===== config.mk =====
export PLATFORM = sky130hd
export DESIGN_NAME = alu_arbiter_flat
export DESIGN_NICKNAME = d
export VERILOG_FILES = /design/src/rtl/alu_arbiter_if.sv /design/src/rtl/alu_arbiter.sv /design/src/flat_wrapper.sv
export SDC_FILE = /design/constraint.sdc
export NUM_CORES = 1
export LEC_CHECK = 0
export ABC_AREA = 1
export CORE_MARGIN = 3
export CORE_UTILIZATION = 35
export DETAILED_ROUTE_END_ITERATION = 10
export GPL_TIMING_DRIVEN = 0
export PLACE_DENSITY = 0.76
export SETUP_SLACK_MARGIN = 0.15
export SLEW_MARGIN = 20
export SYNTH_ARGS = -nofsm -noshare
export SYNTH_HDL_FRONTEND = slang
export SYNTH_SLANG_ARGS = --single-unit

===== constraint.sdc =====
create_clock -name clk -period 2.3 [get_ports clk]
set_input_delay 0.345 -clock clk [delete_from_list [all_inputs] [get_ports clk]]
set_output_delay 0.345 -clock clk [all_outputs]
set_load 0.05 [all_outputs]

===== src/rtl/alu_arbiter_if.sv =====
// alu_arbiter_if: request, ALU and response bundle for the shared-ALU arbiter.
// slave = arbiter side, master = requesters / ALU / response consumer side.
interface alu_arbiter_if #(
    parameter int ARB_ID_W = 1
);
    logic                req0_valid;
    logic                req0_ready;
    logic [7:0]          req0_a;
    logic [7:0]          req0_b;
    logic [2:0]          req0_op;
    logic                req1_valid;
    logic                req1_ready;
    logic [7:0]          req1_a;
    logic [7:0]          req1_b;
    logic [2:0]          req1_op;
    logic [7:0]          alu_a;
    logic [7:0]          alu_b;
    logic [2:0]          alu_op;
    logic [7:0]          alu_result;
    logic                rsp_valid;
    logic                rsp_ready;
    logic [7:0]          rsp_data;
    logic [ARB_ID_W-1:0] rsp_id;

    modport slave (
        input  req0_valid, req0_a, req0_b, req0_op,
        output req0_ready,
        input  req1_valid, req1_a, req1_b, req1_op,
        output req1_ready,
        output alu_a, alu_b, alu_op,
        input  alu_result,
        output rsp_valid, rsp_data, rsp_id,
        input  rsp_ready
    );

    modport master (
        output req0_valid, req0_a, req0_b, req0_op,
        input  req0_ready,
        output req1_valid, req1_a, req1_b, req1_op,
        input  req1_ready,
        input  alu_a, alu_b, alu_op,
        output alu_result,
        input  rsp_valid, rsp_data, rsp_id,
        output rsp_ready
    );
endinterface


===== src/rtl/alu_arbiter.sv =====
// alu_arbiter: shares one 8-bit ALU between two requesters (IDLE/EXEC/RESP).
// Define ALU_ARB_RR_EN for round-robin tie-break; otherwise requester 0 wins ties.
module alu_arbiter #(
    parameter int ARB_ID_W = 1
) (
    input logic          clk,
    input logic          rst,
    alu_arbiter_if.slave bus
);
    typedef enum logic [1:0] {
        S_IDLE = 2'd0,
        S_EXEC = 2'd1,
        S_RESP = 2'd2
    } state_t;

    state_t r_state;
    logic   r_id;
`ifdef ALU_ARB_RR_EN
    logic   r_last;
`endif

    logic w_any;
    logic w_gnt;
    logic w_idle;
    logic w_hs;

    // Grant pick in IDLE; readys are forced low outside IDLE and during reset
    always_comb begin
        w_any = bus.req0_valid | bus.req1_valid;
`ifdef ALU_ARB_RR_EN
        if (bus.req0_valid && bus.req1_valid) begin
            w_gnt = ~r_last;
        end else begin
            w_gnt = ~bus.req0_valid;
        end
`else
        w_gnt = ~bus.req0_valid;
`endif
        w_idle = (r_state == S_IDLE) && !rst;
        w_hs   = w_idle && w_any;
        bus.req0_ready = w_idle && bus.req0_valid && !w_gnt;
        bus.req1_ready = w_idle && bus.req1_valid && w_gnt;
    end

    // Sequencer: latch the granted op, execute one cycle, hold the response
    always_ff @(posedge clk or posedge rst) begin
        if (rst) begin
            r_state       <= S_IDLE;
            r_id          <= 1'b0;
            bus.alu_a     <= 8'd0;
            bus.alu_b     <= 8'd0;
            bus.alu_op    <= 3'd0;
            bus.rsp_valid <= 1'b0;
            bus.rsp_data  <= 8'd0;
            bus.rsp_id    <= '0;
`ifdef ALU_ARB_RR_EN
            r_last        <= 1'b1;
`endif
        end else begin
            unique case (r_state)
                S_IDLE: begin
                    if (w_hs) begin
                        bus.alu_a  <= w_gnt ? bus.req1_a  : bus.req0_a;
                        bus.alu_b  <= w_gnt ? bus.req1_b  : bus.req0_b;
                        bus.alu_op <= w_gnt ? bus.req1_op : bus.req0_op;
                        r_id       <= w_gnt;
`ifdef ALU_ARB_RR_EN
                        r_last     <= w_gnt;
`endif
                        r_state    <= S_EXEC;
                    end
                end
                S_EXEC: begin
                    bus.rsp_data  <= bus.alu_result;
                    bus.rsp_id    <= ARB_ID_W'(r_id);
                    bus.rsp_valid <= 1'b1;
                    r_state       <= S_RESP;
                end
                S_RESP: begin
                    if (bus.rsp_ready) begin
                        bus.rsp_valid <= 1'b0;
                        r_state       <= S_IDLE;
                    end
                end
                default: begin
                    r_state <= S_IDLE;
                end
            endcase
        end
    end
endmodule


===== src/flat_wrapper.sv =====
// flat-port wrapper written by rule: the top's interface ports become plain ports
module alu_arbiter_flat 
#(
    parameter int ARB_ID_W = 1
)
  (clk, rst, bus_req0_valid, bus_req0_a, bus_req0_b, bus_req0_op, bus_req0_ready, bus_req1_valid, bus_req1_a, bus_req1_b, bus_req1_op, bus_req1_ready, bus_alu_a, bus_alu_b, bus_alu_op, bus_alu_result, bus_rsp_valid, bus_rsp_data, bus_rsp_id, bus_rsp_ready);
  alu_arbiter_if #(.ARB_ID_W(ARB_ID_W)) bus_i ();
  input logic clk;
  input logic rst;
  input wire logic [$bits(bus_i.req0_valid)-1:0] bus_req0_valid;
  input wire logic [$bits(bus_i.req0_a)-1:0] bus_req0_a;
  input wire logic [$bits(bus_i.req0_b)-1:0] bus_req0_b;
  input wire logic [$bits(bus_i.req0_op)-1:0] bus_req0_op;
  output wire logic [$bits(bus_i.req0_ready)-1:0] bus_req0_ready;
  input wire logic [$bits(bus_i.req1_valid)-1:0] bus_req1_valid;
  input wire logic [$bits(bus_i.req1_a)-1:0] bus_req1_a;
  input wire logic [$bits(bus_i.req1_b)-1:0] bus_req1_b;
  input wire logic [$bits(bus_i.req1_op)-1:0] bus_req1_op;
  output wire logic [$bits(bus_i.req1_ready)-1:0] bus_req1_ready;
  output wire logic [$bits(bus_i.alu_a)-1:0] bus_alu_a;
  output wire logic [$bits(bus_i.alu_b)-1:0] bus_alu_b;
  output wire logic [$bits(bus_i.alu_op)-1:0] bus_alu_op;
  input wire logic [$bits(bus_i.alu_result)-1:0] bus_alu_result;
  output wire logic [$bits(bus_i.rsp_valid)-1:0] bus_rsp_valid;
  output wire logic [$bits(bus_i.rsp_data)-1:0] bus_rsp_data;
  output wire logic [$bits(bus_i.rsp_id)-1:0] bus_rsp_id;
  input wire logic [$bits(bus_i.rsp_ready)-1:0] bus_rsp_ready;
  assign bus_i.req0_valid = bus_req0_valid;
  assign bus_i.req0_a = bus_req0_a;
  assign bus_i.req0_b = bus_req0_b;
  assign bus_i.req0_op = bus_req0_op;
  assign bus_req0_ready = bus_i.req0_ready;
  assign bus_i.req1_valid = bus_req1_valid;
  assign bus_i.req1_a = bus_req1_a;
  assign bus_i.req1_b = bus_req1_b;
  assign bus_i.req1_op = bus_req1_op;
  assign bus_req1_ready = bus_i.req1_ready;
  assign bus_alu_a = bus_i.alu_a;
  assign bus_alu_b = bus_i.alu_b;
  assign bus_alu_op = bus_i.alu_op;
  assign bus_i.alu_result = bus_alu_result;
  assign bus_rsp_valid = bus_i.rsp_valid;
  assign bus_rsp_data = bus_i.rsp_data;
  assign bus_rsp_id = bus_i.rsp_id;
  assign bus_i.rsp_ready = bus_rsp_ready;
  alu_arbiter #(.ARB_ID_W(ARB_ID_W)) u_core (.clk(clk), .rst(rst), .bus(bus_i));
endmodule

==> results.py, run 1 <==
metrics = {
    "run_status": {
        "status": "finished, final reports clean",
    },
    "pwr": {
        "max-vdd-ir-drop_uv": 506,
        "finalPower_mw": 3.06,
        "power_density_nw_per_um2": 1210,
        "leakage_nw": 1.30,
    },
    "logic_synthesis": {
        "syn_nets": 257,
        "yosysMostFrequentCell": "nand2_1",
        "yosys.cell_types.count": 16,
        "yosysTopAreaCellShare": 0.518,
        "synth-seq-cells": 32,
        "yosys.area.top_type": "dfrtp_1",
        "yosys_warnings": 0,
        "synth_common_cells": "126 x nand2_1, 32 x dfrtp_1, 20 x nand3_1",
        "synth_enable_flop_cells": 0,
        "syn_area_per_cell_sq_um": 7.51,
        "synth-seq-area-share": 0.518,
        "syn_area_sq_um": 1550,
        "synth_flop_cell": "dfrtp_1",
        "syn_inst": 206,
        "synthArstFlopShare": 1.00,
        "synth.area.top_cells": "dfrtp_1 52%, nand2_1 31%, nand3_1 6.5%",
    },
    "clocking": {
        "cts.sinks": 32,
        "clk_path_buf_depth": 2,
        "cts_root_buffer": "clkbuf_8",
        "numCtsBuffers": 5,
        "cts_tree": "built",
        "clk_latency_ps": 270,
        "clk_pin_slew_ps": 60,
        "postCtsSetupBuffers": 0,
        "htree_levels": 2,
        "hold_buffers": 0,
    },
    "route": {
        "vias": 1512,
        "drt_wl_total_mm": 3.99,
        "drc_errors": 0,
        "viasPerCell": 4.38,
        "wl_per_cell_microns": 11.6,
        "drtAntennaViolNets": 0,
        "drt_iter0_drc": 78,
        "drtPass1Iterations": 4,
    },
    "setup_path": {
        "cp-end-kind": "primary output",
        "cpMaxStageDelayCell": "clkdlybuf4s50_1",
        "cp_cell_sequence": "clkdlybuf4s50_1 > inv_2 > buf_2 > nor3_1 > clkdlybuf4s15_2",
        "required_ps": 1960,
        "path_class": "input port to primary output",
        "startpoint_type": "input port",
        "arrival_ps": 1670,
        "slowest_delay_ps": 490,
        "crit_path_max_fanout": 10,
        "ff2ff_path_depth": 6,
    },
    "layout": {
        "syn_to_final_growth_pct": 63.8,
        "fin_cells": 345,
        "final_area_sq_um": 2530,
        "nets": 345,
        "utilization": 0.611,
        "diodes": 0,
        "filler_cell_count": 390,
        "drive_above_1_share": 0.0881,
    },
    "global_route": {
        "grt_pass1_wl_mm": 6.55,
        "grt_max_degree": 35,
        "grt_antenna_before_repair": 0,
        "overflow": 0,
        "grt_usage": 0.160,
        "grt_pass1_vias": 1445,
    },
    "floorplan": {
        "die_y_microns": 72.5,
        "dieArea_sq_um": 5250,
        "rows": 23,
        "die_x_microns": 72.5,
        "fp.coreArea_sq_um": 4140,
        "ios": 82,
        "start_util": 0.373,
    },
    "timing": {
        "slew_headroom": 0.654,
        "finalMaxSlewViolations": 0,
        "clock_skew_ps": 3.20,
        "period_share": 0.876,
        "finalCriticalPeriod_ps": 2010,
        "rsz0062_at_grt": "no",
        "fin_ws_ps": 285,
        "finalSetupViolCount": 0,
        "worst_pin_slew_ps": 518,
        "fmax_mhz": 496,
        "hold_viol_final": 0,
    },
    "min_path": {
        "hold_class": "register to register",
        "hold_depth": 2,
    },
    "placement": {
        "dpl_cell_area_sq_um": 2420,
        "dp_cells": 337,
        "dp_hpwl_mm": 3.01,
        "io_buffer_count": 81,
        "gp_congestion": 0.717,
        "pre_cts_slack_ps": -607,
    },
    "run": {
        "cap_violations": 0,
    },
}
## state kept, by name (all words and copies together) (netlist names)
name                  count
u_core.r_id               1
u_core.bus.rsp_id         1
u_core.bus.alu_op         3
u_core.bus.rsp_valid      1
u_core.bus.alu_b          8
u_core.bus.rsp_data       8
u_core.bus.alu_a          8
u_core.r_state            2
## cells by family after synthesis
logic type / Yosys count / synth area share
compound gates: 2 / 0.00647
buf+inv: 19 / 0.0752
flops: 32 / 0.518
simple gates: 153 / 0.400
## routing by layer
layer	wire, microns	share of wire	global-route usage	vias up
met3	247	0.062	0.0416	5
met2	1880	0.47	0.267	43
met4	48	0.012	0.0553	0
met5	0	0	0	-
li1	-	-	-	807
met1	1810	0.45	0.200	657
## through the flow
step                      hold WS [ps]  TNS, ps
after floorplan                    442        0
after global placement             453    -4920
after detailed placement           458     -785
after CTS                          475        0
after global routing               496        0
final                              468        0
## layout make-up
type                    instances  area, sq um  area share
repair buffers                 81          807       0.319
flip-flops and latches         32          801       0.316
clock buffers                   8         90.1      0.0356
plain buffers                  10         81.3      0.0321
inverters                       9         61.3      0.0242
multi-input cells             155          629       0.249
well taps                      50         62.6      0.0247
## cells in the final DEF (no fill, tap or decap)
cell and count:
buf_2 3, buf_4 5, buf_6 3, bufinv_16 1, clkbuf_1 2, clkbuf_8 6
clkdlybuf4s15_2 1, clkdlybuf4s50_1 79, clkinv_2 1, dfrtp_1 32, inv_1 4, inv_2 3
nand2_1 126, nand2_2 1, nand3_1 20, nand3_2 1, nand4_1 1, nor2_1 2
nor2_4 1, nor3_1 1, o21ai_0 2
## timing repair
item / 4_1_cts / 5_1_grt
setup endpoints to repair: 2 / 1
endpoints found under the hold margin: 0 / 0
gates resized for setup: 11 / 2
## where the power goes
part | internal (mW) | leakage (nW) | switching, mW | total [mW]
Clock | 0.244 | 0.0455 | 0.183 | 0.427
Combinational | 0.584 | 0.851 | 1.13 | 1.71
Sequential | 0.793 | 0.400 | 0.127 | 0.919
## worst paths after layout
check	slack (ps)	startpoint	to
worst max-delay path	290	bus_req0_valid	bus_req0_ready
worst min-delay path	470	u_core.bus.rsp_data[4]	u_core.bus.rsp_data[4]
worst max register to register	1120	u_core.r_state[1]	u_core.bus.alu_a[0]
worst min register to register	470	u_core.bus.rsp_data[4]	u_core.bus.rsp_data[4]
max in group asynchronous	1590	rst	u_core.bus.alu_a[7]
min in group asynchronous	550	rst	u_core.bus.rsp_data[2]
## worst max-delay path: cells and delay by family
| kind | cells | cell delay [ps] |
|---|---|---|
| buf+inv | 4 | 1120 |
| simple gates | 1 | 200 |
No activity file was read; power rests on OpenSTA's default activity.
==> run 2, diff against run 1 <==
==> constraint.sdc (replaced) <==
create_clock -name clk -period 2.3 [get_ports clk]
set_input_delay 0.69 -clock clk [delete_from_list [all_inputs] [get_ports clk]]
set_output_delay 0.69 -clock clk [all_outputs]
set_load 0.05 [all_outputs]
==> run 2 against run 1 <==
- critical path depth is 4 lower
- final cell count increased by 1.4%
- critical endpoint is now bus_alu_a[6]
- via count grew 3.0%
- register-to-register slack got worse by 50 ps
- wire length is 7.6% higher
- hold slack worse by 2.1 ps
- non-clock buffer count rose by 4
- sequential power is 1% lower
- final area increased by 2.9%
- sequential share of layout area down 0.88 points
- critical path type is now register to primary output
- clock power rose by 2%
==> results.py, run 2 (synthesized netlist as in run 1, its figures left out) <==
metrics = {
    "layout": {
        "diodes": 0,
        "syn_to_final_growth_pct": 68.4,
        "largestRegisters": "u_core.bus.alu_a (8), u_core.bus.alu_b (8), u_core.bus.rsp_data (8)",
        "nets": 350,
        "layout_commonest_cell": "nand2_1",
        "final_cell_mix": "126 x nand2_1, 52 x clkdlybuf4s50_1, 32 x dfrtp_1",
        "drive_above_1_share": 0.123,
    },
    "pwr": {
        "leakage_nw": 1.56,
        "max-vdd-ir-drop_uv": 509,
        "power_density_nw_per_um2": 1160,
    },
    "route": {
        "viasPerCell": 4.45,
        "wl_per_cell_microns": 12.3,
        "drtAntennaViolNets": 0,
        "drc_errors": 0,
        "drtPass1Iterations": 4,
        "drt_iter0_drc": 55,
        "drt_wl_total_mm": 4.29,
        "vias": 1557,
    },
    "setup_path": {
        "cp-end-kind": "primary output",
        "path_class": "register to primary output",
        "path_buf_inv": 1,
        "path_delay_family": "buffers and inverters",
        "crit_path_max_fanout": 2,
        "required_ps": 1610,
        "cp_cell_sequence": "clkdlybuf4s50_1",
        "slowest_delay_ps": 810,
        "arrival_ps": 1430,
        "cpMaxStageDelayCell": "clkdlybuf4s50_1",
        "startpoint_type": "register",
    },
    "timing": {
        "slew_headroom": 0.451,
        "tns_ps": 0,
        "holdWs_ps": 466,
        "finalMaxSlewViolations": 0,
        "clock_skew_ps": 4.17,
        "hold_viol_final": 0,
        "finalSetupViolCount": 0,
        "finalCriticalPeriod_ps": 2120,
        "rsz0062_at_grt": "no",
        "fmax_mhz": 472,
        "period_share": 0.922,
        "worst_pin_slew_ps": 819,
    },
    "clocking": {
        "cts_tree": "built",
        "clk_path_buf_depth": 2,
        "clk_latency_ps": 280,
        "htree_levels": 2,
        "cts_root_buffer": "clkbuf_8",
        "numCtsBuffers": 5,
        "clk_pin_slew_ps": 70,
        "cts.sinks": 32,
    },
    "run": {
        "cap_violations": 0,
    },
    "floorplan": {
        "fp.coreArea_sq_um": 4140,
        "die_x_microns": 72.5,
        "dieArea_sq_um": 5250,
        "rows": 23,
        "die_y_microns": 72.5,
        "ios": 82,
        "start_util": 0.373,
    },
    "run_status": {
        "status": "finished, final reports clean",
    },
    "global_route": {
        "grt_antenna_before_repair": 0,
        "grt_max_degree": 18,
        "grt_pass1_wl_mm": 6.84,
        "grt_usage": 0.168,
        "grt_pass1_vias": 1489,
        "overflow": 0,
    },
    "placement": {
        "gp_congestion": 0.738,
        "io_buffer_count": 81,
        "dp_hpwl_mm": 3.00,
    },
    "min_path": {
        "hold_class": "register to register",
    },
}
run 2: changes by cell type in the layout (fill, tap and decap cells not counted), moves of 2 or more:
cell and change:
dlymetal6s2s_1 +18, dlygate4sd2_1 +7, clkbuf_1 -2, buf_8 +2, clkdlybuf4s50_1 -27, clkinv_2 +2, buf_4 +4
run 2: stage by stage:
stage / setup slack (ps) / std cells / power [mW] / cell area, sq um / util
6_report: 180 / 350 / 3.03 / 2610 / 0.629
5_1_grt: 151 / 350 / 3.20 / 2610 / 0.629
2_1_floorplan: -2.34 / 206 / 2.02 / 1560 / -
3_5_place_dp: -1550 / 337 / 2.65 / 2430 / 0.586
4_1_cts: 150 / 349 / 3.08 / 2560 / 0.617
3_3_place_gp: -1530 / 337 / 2.63 / 2430 / 0.586
run 2: what timing repair did:
| action | CTS | global route |
|---|---|---|
| cloned | 1 | 0 |
| hold buffers | 0 | 0 |
| endpoints found under the setup margin | 29 | 19 |
| gates resized for setup | 33 | 19 |
| buffers inserted | 3 | 1 |
| pin swaps | 1 | 0 |
run 2: worst paths after layout:
path	from	end	slack [ps]	cells after the start
max	u_core.bus.alu_a[6]	bus_alu_a[6]	180	1
min	u_core.bus.rsp_data[6]	u_core.bus.rsp_data[6]	470	2
max reg2reg	u_core.r_state[1]	u_core.bus.alu_a[5]	1070	6
min reg2reg	u_core.bus.rsp_data[6]	u_core.bus.rsp_data[6]	470	2
max in group asynchronous	rst	u_core.bus.alu_b[6]	1290	2
min in group asynchronous	rst	u_core.r_state[0]	540	3
run 2: area by class of cell:
cell class                 instances  area, sq um
buffer                            10         91.3
multi-input combinational        155          641
fill                             380         1540
clock inverter                     2         10.0
timing repair inverter             1         5.00
timing repair buffer              85          873
inverter                           9         38.8
clock buffer                       6         82.6
sequential                        32          801
tap                               50         62.6
run 2: power breakdown:
part / switching (mW) / internal, mW
Clock: 0.199 / 0.238
Combinational: 1.14 / 0.545
Sequential: 0.117 / 0.792
Total: 1.46 / 1.57
run 2: routing by layer:
metal	GRT usage	vias up	part of all wire
li1	-	822	-
met3	0.0554	7	0.064
met2	0.287	54	0.49
met4	0.0430	0	0.010
met1	0.204	674	0.43
met5	0	-	0
==> run 3, diff against run 2 <==
--- a/config.mk
+++ b/config.mk
@@ -8,8 +8,10 @@
 export ABC_AREA = 1
 export CORE_MARGIN = 3
 export CORE_UTILIZATION = 35
+export CTS_BUF_LIST = sky130_fd_sc_hd__clkbuf_8
 export DETAILED_ROUTE_END_ITERATION = 10
 export GPL_TIMING_DRIVEN = 0
+export MAX_ROUTING_LAYER = met4
 export PLACE_DENSITY = 0.76
 export SETUP_SLACK_MARGIN = 0.15
 export SLEW_MARGIN = 20
==> run 3 against run 2 <==
- clock power hardly changed
- sequential power hardly changed
- global-route usage is 0.50 points higher
- largest power group unchanged
- critical path type unchanged
- largest cell class unchanged
- final cell count stayed put
- highest routed layer unchanged
- count of clock-buffer cells in the layout stayed put
- critical endpoint unchanged
==> results.py, run 3 (synthesized netlist as in run 1, its figures left out) <==
metrics = {
    "run_status": {
        "status": "finished, final reports clean",
    },
    "min_path": {
        "hold_end": "u_core.bus.rsp_data[6]",
        "hold_class": "register to register",
        "hold_depth": 2,
        "min_from": "u_core.bus.rsp_data[6]",
    },
    "pwr": {
        "swShare": 0.481,
        "leakage_nw": 1.56,
        "power_density_nw_per_um2": 1160,
        "combPwrFrac": 0.556,
        "power_frac_seq": 0.300,
        "clockPowerShare": 0.144,
        "p_int_mw": 1.57,
        "p_sw_mw": 1.46,
        "finalPower_mw": 3.03,
        "max-vdd-ir-drop_uv": 509,
    },
    "global_route": {
        "grt_usage": 0.173,
        "grt_pass1_vias": 1491,
        "overflow": 0,
        "grt_antenna_before_repair": 0,
        "grt_max_degree": 18,
        "grt_pass1_wl_mm": 6.83,
    },
    "clocking": {
        "clk_path_buf_depth": 2,
        "cts.sinks": 32,
        "cts_root_buffer": "clkbuf_8",
        "hold_buffers": 0,
        "cts_tree": "built",
        "clk_latency_ps": 280,
        "numCtsBuffers": 5,
        "htree_levels": 2,
        "clk_pin_slew_ps": 70,
    },
    "timing": {
        "rsz0062_at_grt": "no",
        "tns_ps": 0,
        "period_share": 0.922,
        "clock_skew_ps": 4.16,
        "worst_pin_slew_ps": 816,
        "fmax_mhz": 472,
        "hold_viol_final": 0,
        "finalCriticalPeriod_ps": 2120,
        "finalMaxSlewViolations": 0,
        "slew_headroom": 0.453,
        "finalSetupViolCount": 0,
        "holdWs_ps": 466,
    },
    "setup_path": {
        "r2r_slack_ps": 1070,
        "required_ps": 1610,
        "cp.depth": 1,
        "cp_cell_sequence": "clkdlybuf4s50_1",
        "reg2reg_to": "u_core.bus.alu_a[5]",
        "path_delay_family": "buffers and inverters",
        "timing.rr.start": "u_core.r_state[1]",
        "arrival_ps": 1430,
        "ff2ff_path_depth": 6,
        "path_buf_inv": 1,
        "path_class": "register to primary output",
        "slowest_delay_ps": 810,
        "crit_path_max_fanout": 2,
        "cpMaxStageDelayCell": "clkdlybuf4s50_1",
        "startpoint_type": "register",
        "cp-end-kind": "primary output",
    },
    "placement": {
        "dp_cells": 337,
        "dp_hpwl_mm": 3.00,
        "io_buffer_count": 81,
        "gp_congestion": 0.747,
    },
    "floorplan": {
        "rows": 23,
        "fp.coreArea_sq_um": 4140,
        "start_util": 0.373,
        "die_y_microns": 72.5,
        "ios": 82,
        "die_x_microns": 72.5,
        "dieArea_sq_um": 5250,
    },
    "layout": {
        "final_cell_mix": "126 x nand2_1, 52 x clkdlybuf4s50_1, 32 x dfrtp_1",
        "nets": 350,
        "largestRegisters": "u_core.bus.alu_a (8), u_core.bus.alu_b (8), u_core.bus.rsp_data (8)",
        "fin_cells": 350,
        "diodes": 0,
        "layout_commonest_cell": "nand2_1",
        "syn_to_final_growth_pct": 68.4,
        "filler_cell_count": 380,
        "drive_above_1_share": 0.123,
        "utilization": 0.629,
    },
    "run": {
        "cap_violations": 0,
    },
    "route": {
        "drc_errors": 0,
        "wl_per_cell_microns": 12.2,
        "drt_iter0_drc": 61,
        "viasPerCell": 4.45,
        "drtPass1Iterations": 4,
        "vias": 1556,
        "drtAntennaViolNets": 0,
        "drt_wl_total_mm": 4.29,
    },
}
run 3: how the worst max path moves through the flow:
| stage | from | endpoint | slack, ps |
|---|---|---|---|
| final | u_core.bus.alu_a[6] | bus_alu_a[6] | 180 |
| after CTS | u_core.bus.alu_b[3] | bus_alu_b[3] | 150 |
| after detailed placement | rst | bus_req1_ready | -1550 |
| after global placement | rst | bus_req1_ready | -1530 |
| after floorplan | rst | bus_req1_ready | -2 |
| after global routing | u_core.bus.alu_a[6] | bus_alu_a[6] | 150 |
run 3: layer usage:
layer | up-vias | track usage | routed length, microns
met4 | 0 | 0.0430 | 44
li1 | 822 | - | -
met2 | 54 | 0.287 | 2120
met3 | 7 | 0.0471 | 247
met1 | 673 | 0.210 | 1880
met5 | - | - | 0
run 3: final cells by class:
class | count | area (sq um) | area share
Buffer | 10 | 91.3 | 0.0351
Clock buffer | 6 | 82.6 | 0.0317
Clock inverter | 2 | 10.0 | 0.00384
Inverter | 9 | 38.8 | 0.0149
Multi-Input combinational cell | 155 | 641 | 0.246
Sequential cell | 32 | 801 | 0.307
Tap cell | 50 | 62.6 | 0.0240
Timing Repair Buffer | 85 | 873 | 0.335
Timing Repair inverter | 1 | 5.00 | 0.00192
run 3: timing repair:
action                     4_1_cts  5_1_grt
pin swaps                        1        0
gates cloned                     1        0
buffers inserted                 3        1
gates resized for setup         33       19
setup endpoints to repair       29       19
run 3: metrics by stage:
step / worst slack (ps) / area [sq um]
final: 180 / 2610
after detailed placement: -1550 / 2430
after global routing: 151 / 2610
after global placement: -1530 / 2430
after floorplan: -2.34 / 1560
after CTS: 150 / 2560
run 3: worst min-delay path, cell delays in order (launching register included):
cell and delay [ps]:
dfrtp_1 340, nand2_1 50, nand2_1 50
run 3: power by group through the flow:
stage               combinational, mW  clock, mW  sequential (mW)
floorplan                       0.334          0             1.69
global placement                 1.71          0            0.917
detailed placement               1.73          0            0.921
CTS                              1.71      0.450            0.915
global route                     1.78      0.479            0.938
finish                           1.69      0.438            0.909
